`src/rtl/uart_tx_fifo_if.sv`:
```
// Signal bundle between the bus write path, uart_tx_fifo and the UART transmitter.
// master = surrounding bus/transmitter side, slave = the FIFO itself.
interface uart_tx_fifo_if #(
    parameter int unsigned DEPTH_LOG2 = 4
);
    logic                push;
    logic [7:0]          push_data;
    logic                flush;
    logic                clr_ovf;
    logic                tx_avai;
    logic                tx_start;
    logic [7:0]          tx_data;
    logic                full;
    logic                empty;
    logic [DEPTH_LOG2:0] count;
    logic                overflow;
    logic                irq;

    modport master (
        output push, push_data, flush, clr_ovf, tx_avai,
        input  tx_start, tx_data, full, empty, count, overflow, irq
    );

    modport slave (
        input  push, push_data, flush, clr_ovf, tx_avai,
        output tx_start, tx_data, full, empty, count, overflow, irq
    );
endinterface

```
`src/rtl/uart_tx_fifo.sv`:
```
// Byte transmit FIFO with a drain FSM feeding the UART transmitter via tx_start/tx_avai.
// Optional drain-complete interrupt built only when UART_TXFIFO_IRQ_EN is defined.
module uart_tx_fifo #(
    parameter int unsigned DEPTH_LOG2  = 4,
    parameter int unsigned ACK_TIMEOUT = 4
) (
    input logic           clk,
    input logic           reset,
    uart_tx_fifo_if.slave bus
);
    localparam int unsigned Depth = 1 << DEPTH_LOG2;
    localparam int unsigned AckW  = (ACK_TIMEOUT > 1) ? $clog2(ACK_TIMEOUT) : 1;

    typedef enum logic [1:0] {StIdle, StStart, StAck, StDrain} state_e;

    state_e                state_q, state_d;
    logic [7:0]            mem_q [Depth];
    logic [DEPTH_LOG2-1:0] wptr_q, wptr_d;
    logic [DEPTH_LOG2-1:0] rptr_q, rptr_d;
    logic [DEPTH_LOG2:0]   count_q, count_d;
    logic [AckW-1:0]       ack_cnt_q, ack_cnt_d;
    logic [7:0]            tx_data_q, tx_data_d;
    logic                  overflow_q, overflow_d;
    logic                  full, empty, pop, push_ok, drop;

    assign full  = (count_q == (DEPTH_LOG2 + 1)'(Depth));
    assign empty = (count_q == '0);

    // Datapath: pointers, occupancy, output byte and sticky overflow.
    always_comb begin
        pop        = (state_q == StIdle) && !empty && bus.tx_avai;
        push_ok    = bus.push && !bus.flush && (!full || pop);
        drop       = bus.push && !bus.flush && full && !pop;
        wptr_d     = wptr_q;
        rptr_d     = rptr_q;
        count_d    = count_q;
        tx_data_d  = tx_data_q;
        overflow_d = drop | (overflow_q & ~bus.clr_ovf);

        if (push_ok) begin
            wptr_d = wptr_q + DEPTH_LOG2'(1);
        end
        if (pop) begin
            tx_data_d = mem_q[rptr_q];
        end

        // Flush empties the queue but leaves an already popped byte in flight.
        if (bus.flush) begin
            rptr_d  = wptr_q;
            count_d = '0;
        end else begin
            if (pop) begin
                rptr_d = rptr_q + DEPTH_LOG2'(1);
            end
            if (push_ok && !pop) begin
                count_d = count_q + (DEPTH_LOG2 + 1)'(1);
            end else if (pop && !push_ok) begin
                count_d = count_q - (DEPTH_LOG2 + 1)'(1);
            end
        end
    end

    // Drain FSM next state.
    always_comb begin
        state_d   = state_q;
        ack_cnt_d = '0;
        unique case (state_q)
            StIdle: begin
                if (pop) begin
                    state_d = StStart;
                end
            end
            StStart: begin
                state_d = StAck;
            end
            StAck: begin
                // A transmitter that never drops tx_avai is treated as having accepted.
                if (!bus.tx_avai || (ack_cnt_q == AckW'(ACK_TIMEOUT - 1))) begin
                    state_d = StDrain;
                end else begin
                    ack_cnt_d = ack_cnt_q + AckW'(1);
                end
            end
            StDrain: begin
                if (bus.tx_avai) begin
                    state_d = StIdle;
                end
            end
            default: begin
                state_d = StIdle;
            end
        endcase
    end

    always_ff @(posedge clk) begin
        if (reset) begin
            state_q    <= StIdle;
            wptr_q     <= '0;
            rptr_q     <= '0;
            count_q    <= '0;
            ack_cnt_q  <= '0;
            tx_data_q  <= 8'h00;
            overflow_q <= 1'b0;
        end else begin
            state_q    <= state_d;
            wptr_q     <= wptr_d;
            rptr_q     <= rptr_d;
            count_q    <= count_d;
            ack_cnt_q  <= ack_cnt_d;
            tx_data_q  <= tx_data_d;
            overflow_q <= overflow_d;
        end
    end

    always_ff @(posedge clk) begin
        if (push_ok) begin
            mem_q[wptr_q] <= bus.push_data;
        end
    end

    assign bus.tx_start = (state_q == StStart);
    assign bus.tx_data  = tx_data_q;
    assign bus.full     = full;
    assign bus.empty    = empty;
    assign bus.count    = count_q;
    assign bus.overflow = overflow_q;

`ifdef UART_TXFIFO_IRQ_EN
    logic irq_q;

    // Built from next-state values so irq lines up with empty/IDLE as seen on the bus.
    always_ff @(posedge clk) begin
        if (reset) begin
            irq_q <= 1'b0;
        end else begin
            irq_q <= (count_d == '0) && (state_d == StIdle);
        end
    end

    assign bus.irq = irq_q;
`else
    assign bus.irq = 1'b0;
`endif
endmodule

```
`src/flat_wrapper.sv`:
```
// flat-port wrapper written by rule: the top's interface ports become plain ports
module uart_tx_fifo_flat 
#(
    parameter int unsigned DEPTH_LOG2  = 4,
    parameter int unsigned ACK_TIMEOUT = 4
)
  (clk, reset, bus_push, bus_push_data, bus_flush, bus_clr_ovf, bus_tx_avai, bus_tx_start, bus_tx_data, bus_full, bus_empty, bus_count, bus_overflow, bus_irq);
  uart_tx_fifo_if #(.DEPTH_LOG2(DEPTH_LOG2)) bus_i ();
  input logic clk;
  input logic reset;
  input wire logic [$bits(bus_i.push)-1:0] bus_push;
  input wire logic [$bits(bus_i.push_data)-1:0] bus_push_data;
  input wire logic [$bits(bus_i.flush)-1:0] bus_flush;
  input wire logic [$bits(bus_i.clr_ovf)-1:0] bus_clr_ovf;
  input wire logic [$bits(bus_i.tx_avai)-1:0] bus_tx_avai;
  output wire logic [$bits(bus_i.tx_start)-1:0] bus_tx_start;
  output wire logic [$bits(bus_i.tx_data)-1:0] bus_tx_data;
  output wire logic [$bits(bus_i.full)-1:0] bus_full;
  output wire logic [$bits(bus_i.empty)-1:0] bus_empty;
  output wire logic [$bits(bus_i.count)-1:0] bus_count;
  output wire logic [$bits(bus_i.overflow)-1:0] bus_overflow;
  output wire logic [$bits(bus_i.irq)-1:0] bus_irq;
  assign bus_i.push = bus_push;
  assign bus_i.push_data = bus_push_data;
  assign bus_i.flush = bus_flush;
  assign bus_i.clr_ovf = bus_clr_ovf;
  assign bus_i.tx_avai = bus_tx_avai;
  assign bus_tx_start = bus_i.tx_start;
  assign bus_tx_data = bus_i.tx_data;
  assign bus_full = bus_i.full;
  assign bus_empty = bus_i.empty;
  assign bus_count = bus_i.count;
  assign bus_overflow = bus_i.overflow;
  assign bus_irq = bus_i.irq;
  uart_tx_fifo #(.DEPTH_LOG2(DEPTH_LOG2), .ACK_TIMEOUT(ACK_TIMEOUT)) u_core (.clk(clk), .reset(reset), .bus(bus_i));
endmodule
```
`config.mk`:
```
export PLATFORM = sky130hd
export DESIGN_NAME = uart_tx_fifo_flat
export DESIGN_NICKNAME = d
export VERILOG_FILES = /design/src/rtl/uart_tx_fifo_if.sv /design/src/rtl/uart_tx_fifo.sv /design/src/flat_wrapper.sv
export SDC_FILE = /design/constraint.sdc
export NUM_CORES = 1
export LEC_CHECK = 0
export ABC_AREA = 1
export BUFFER_PORTS_ARGS = -buffer_cell sky130_fd_sc_hd__buf_2
export CORE_MARGIN = 3
export CORE_UTILIZATION = 30
export CTS_CLUSTER_DIAMETER = 60
export DETAILED_ROUTE_END_ITERATION = 10
export PLACE_DENSITY_LB_ADDON = 0.05
export SKIP_LAST_GASP = 1
export SLEW_MARGIN = 20
export SYNTH_ARGS = -nofsm -noshare
export SYNTH_HDL_FRONTEND = slang
export SYNTH_SLANG_ARGS = --single-unit
```
`constraint.sdc`:
```
create_clock -name clk -period 3.3 [get_ports clk]
set_input_delay 0.165 -clock clk [delete_from_list [all_inputs] [get_ports clk]]
set_output_delay 0.165 -clock clk [all_outputs]
set_load 0.02 [all_outputs]
```
==> results.json <==
{
  "routed_wl_mm": 18.0,
  "min_path_cells": 5,
  "drive_gt1_share_pct": 11.6,
  "cts.sinks": 154,
  "first_iter_violations": 226,
  "yosysSeqAreaShare_pct": 62.3,
  "synth_top_cell_by_area": "edfxtp_1",
  "startpoint_type": "flip-flop",
  "dp_cells": 1049,
  "core_um2": 22800,
  "outcome": "finished clean",
  "fin_cells": 1082,
  "synth.net_count": 755,
  "final_common_cell": "nand2_1",
  "die_y_um": 159,
  "critPathKind": "flip-flop to flip-flop",
  "fin_crit_sh_pct": 79.0,
  "tightest_slew_ns": 0.819,
  "synth_warnings": 0,
  "hold_violations": 0,
  "ios": 32,
  "postCtsSetupBuffers": 0,
  "syn-cell-area_um2": 7000,
  "period_needed_ns": 2.61,
  "start_util_pct": 30.7,
  "root_buffer": "clkbuf_16",
  "cts_tree": "yes",
  "syn_area_per_cell_um2": 9.66,
  "cts_buffer_depth": 2,
  "final_cell_mix": "230 x nand2_1, 128 x edfxtp_1, 102 x inv_1",
  "hold_buffers": 1,
  "grt_pass1_vias": 4802,
  "htreeDepth": 4,
  "antenna_cells": 0,
  "groute.usage.overall_pct": 14.9,
  "grt_pass1_wl_mm": 28.4,
  "yosys-top-cells-area": "edfxtp_1 55%, nand2_1 12%, dfxtp_1 7.4%",
  "ctsResizeCount": 0,
  "io_buffers": 30,
  "wire_per_inst_um": 16.7,
  "fmaxAchievable_mhz": 384,
  "dp_hpwl_mm": 11.5,
  "vias": 4765,
  "reg2reg_depth": 14,
  "gp_congestion": 0.783,
  "drtAntennaViolNets": 0,
  "synthesis.instances": 725,
  "synth_cell_types": 28,
  "die_x_um": 159,
  "fillers": 2339,
  "seq_area_um2": 4370,
  "insertion_delay_ns": 0.42,
  "maxSlewViolCount": 0,
  "drcViolationCount": 0,
  "leakage_nw": 3.44,
  "numCtsBuffers": 17,
  "synth_top_area_share_pct": 54.9,
  "clk_pin_slew_ns": 0.06,
  "cp.arrival_ns": 2.92,
  "finalSetupViolations": 0,
  "multiInputGateArea_um2": 2020,
  "dr.pass1.iters": 4,
  "grt_max_degree": 69,
  "nets": 786,
  "path_max_fanout": 20,
  "grt_setup_unrepaired": "no",
  "drv_cap": 0,
  "vias_per_cell": 4.40,
  "synth_seq_cells": 154,
  "ir_drop_v": 0.000311,
  "overflow": 0,
  "antenna_found_initial": 1,
  "slew-limit-headroom_pct": 45.2,
  "skew_ns": 0.0112,
  "rows": 55,
  "area_growth_syn_to_layout_pct": 15.4,
  "die_area_um2": 25200,
  "fin_tns_setup_ns": 0,
  "power.density_nw_per_um2": 628,
  "holdCritPathClass": "input port to flip-flop",
  "power_mw": 5.08,
  "worstPathRequired_ns": 3.62,
  "critPathCaptureType": "flip-flop"
}
## metal layers
metal | share of wire, % | vias to the layer above | GRT usage, % | wire [um]
met5 | 0 | - | 0 | 0
met4 | 1.7 | 0 | 4.74 | 308
met3 | 2.2 | 20 | 2.53 | 390
met2 | 48 | 49 | 24.3 | 8660
met1 | 48 | 2300 | 20.2 | 8670
li1 | - | 2396 | - | -
## path summary, 6_finish.rpt
kind | start | to | slack, ns
hold / removal | bus_push | u_core.bus.overflow | 0.11
hold reg to reg | u_core.ack_cnt_q[0] | u_core.ack_cnt_q[0] | 0.44
setup / recovery | u_core.state_q[0] | u_core.bus.count[3] | 0.69
setup reg to reg | u_core.state_q[0] | u_core.bus.count[3] | 0.69
## power by group
part	internal, mW	switching [mW]	leakage [nW]	total [mW]
Combinational	0.223	0.527	1.76	0.750
Sequential	2.16	0.0428	1.37	2.21
Clock	1.34	0.779	0.308	2.12
Total	3.73	1.35	3.44	5.08
## cell usage after synthesis
cell type and count:
o21ai_1 3, xor2_1 7, nor2_4 1, nor3_1 12, inv_1 103, clkbuf_1 6, or2_2 1, nand2_1 230
conb_1 1, buf_4 6, nand4_2 1, a21oi_1 15, ha_1 15, nor2_1 34, dfxtp_1 26, buf_2 15
edfxtp_1 128, inv_4 1, fa_1 1, xnor2_1 1, a21oi_2 2, nand2_2 4, o21ai_0 5, nand3_2 1
inv_2 1, nand3_1 97, buf_6 7, nor2_2 1
## critical path, cell delays in order (launching register included)
cell and delay, ns:
dfxtp_1 0.36, inv_1 0.10, ha_1 0.22, nand2_1 0.12
nand2_2 0.07, nand2_2 0.26, inv_1 0.13, ha_1 0.25
inv_1 0.14, ha_1 0.30, a21oi_1 0.16, nand2_1 0.07
xor2_1 0.14, o21ai_0 0.14, inv_1 0.05
## sequential cells by signal (all words and copies together) (netlist names)
signal,flops
u_core.state_q,2
u_core.wptr_q,4
u_core.bus.tx_data,8
u_core.bus.overflow,1
u_core.rptr_q,4
u_core.ack_cnt_q,2
u_core.mem_q,128
u_core.bus.count,5
## metrics by stage
stage	area, um2	hold WS [ns]	worst slack (ns)	util, %
finish	8080	0.115	0.694	35.5
global route	8080	0.129	0.377	35.5
global placement	7440	0.407	0.710	32.7
CTS	8080	0.105	0.660	35.5
floorplan	7000	0.264	0.906	-
detailed placement	7440	0.429	0.669	32.7
## final cells by class
type,count,area share (%)
tap,313,4.84
inverter,105,4.91
clock inverter,12,2.46
multi-input combinational,432,25.0
sequential,154,54.0
timing repair buffer,46,3.37
clock buffer,20,5.40
## kinds of logic (layout without fill, tap and decap cells)
kind of cell / count (synthesis) / count (layout) / synth area share, %
flip-flops: 154 / 154 / 62.3
buffers and inverters: 139 / 183 / 8.82
AND/OR/NAND/NOR: 382 / 382 / 23.0
AO/OA/AOI/OAI: 25 / 25 / 1.89
other: 1 / 1 / 0.0535
adder cells (fa/ha/maj): 16 / 16 / 2.97
XOR/XNOR: 8 / 8 / 1.00
No activity file was read; power rests on OpenSTA's default activity.
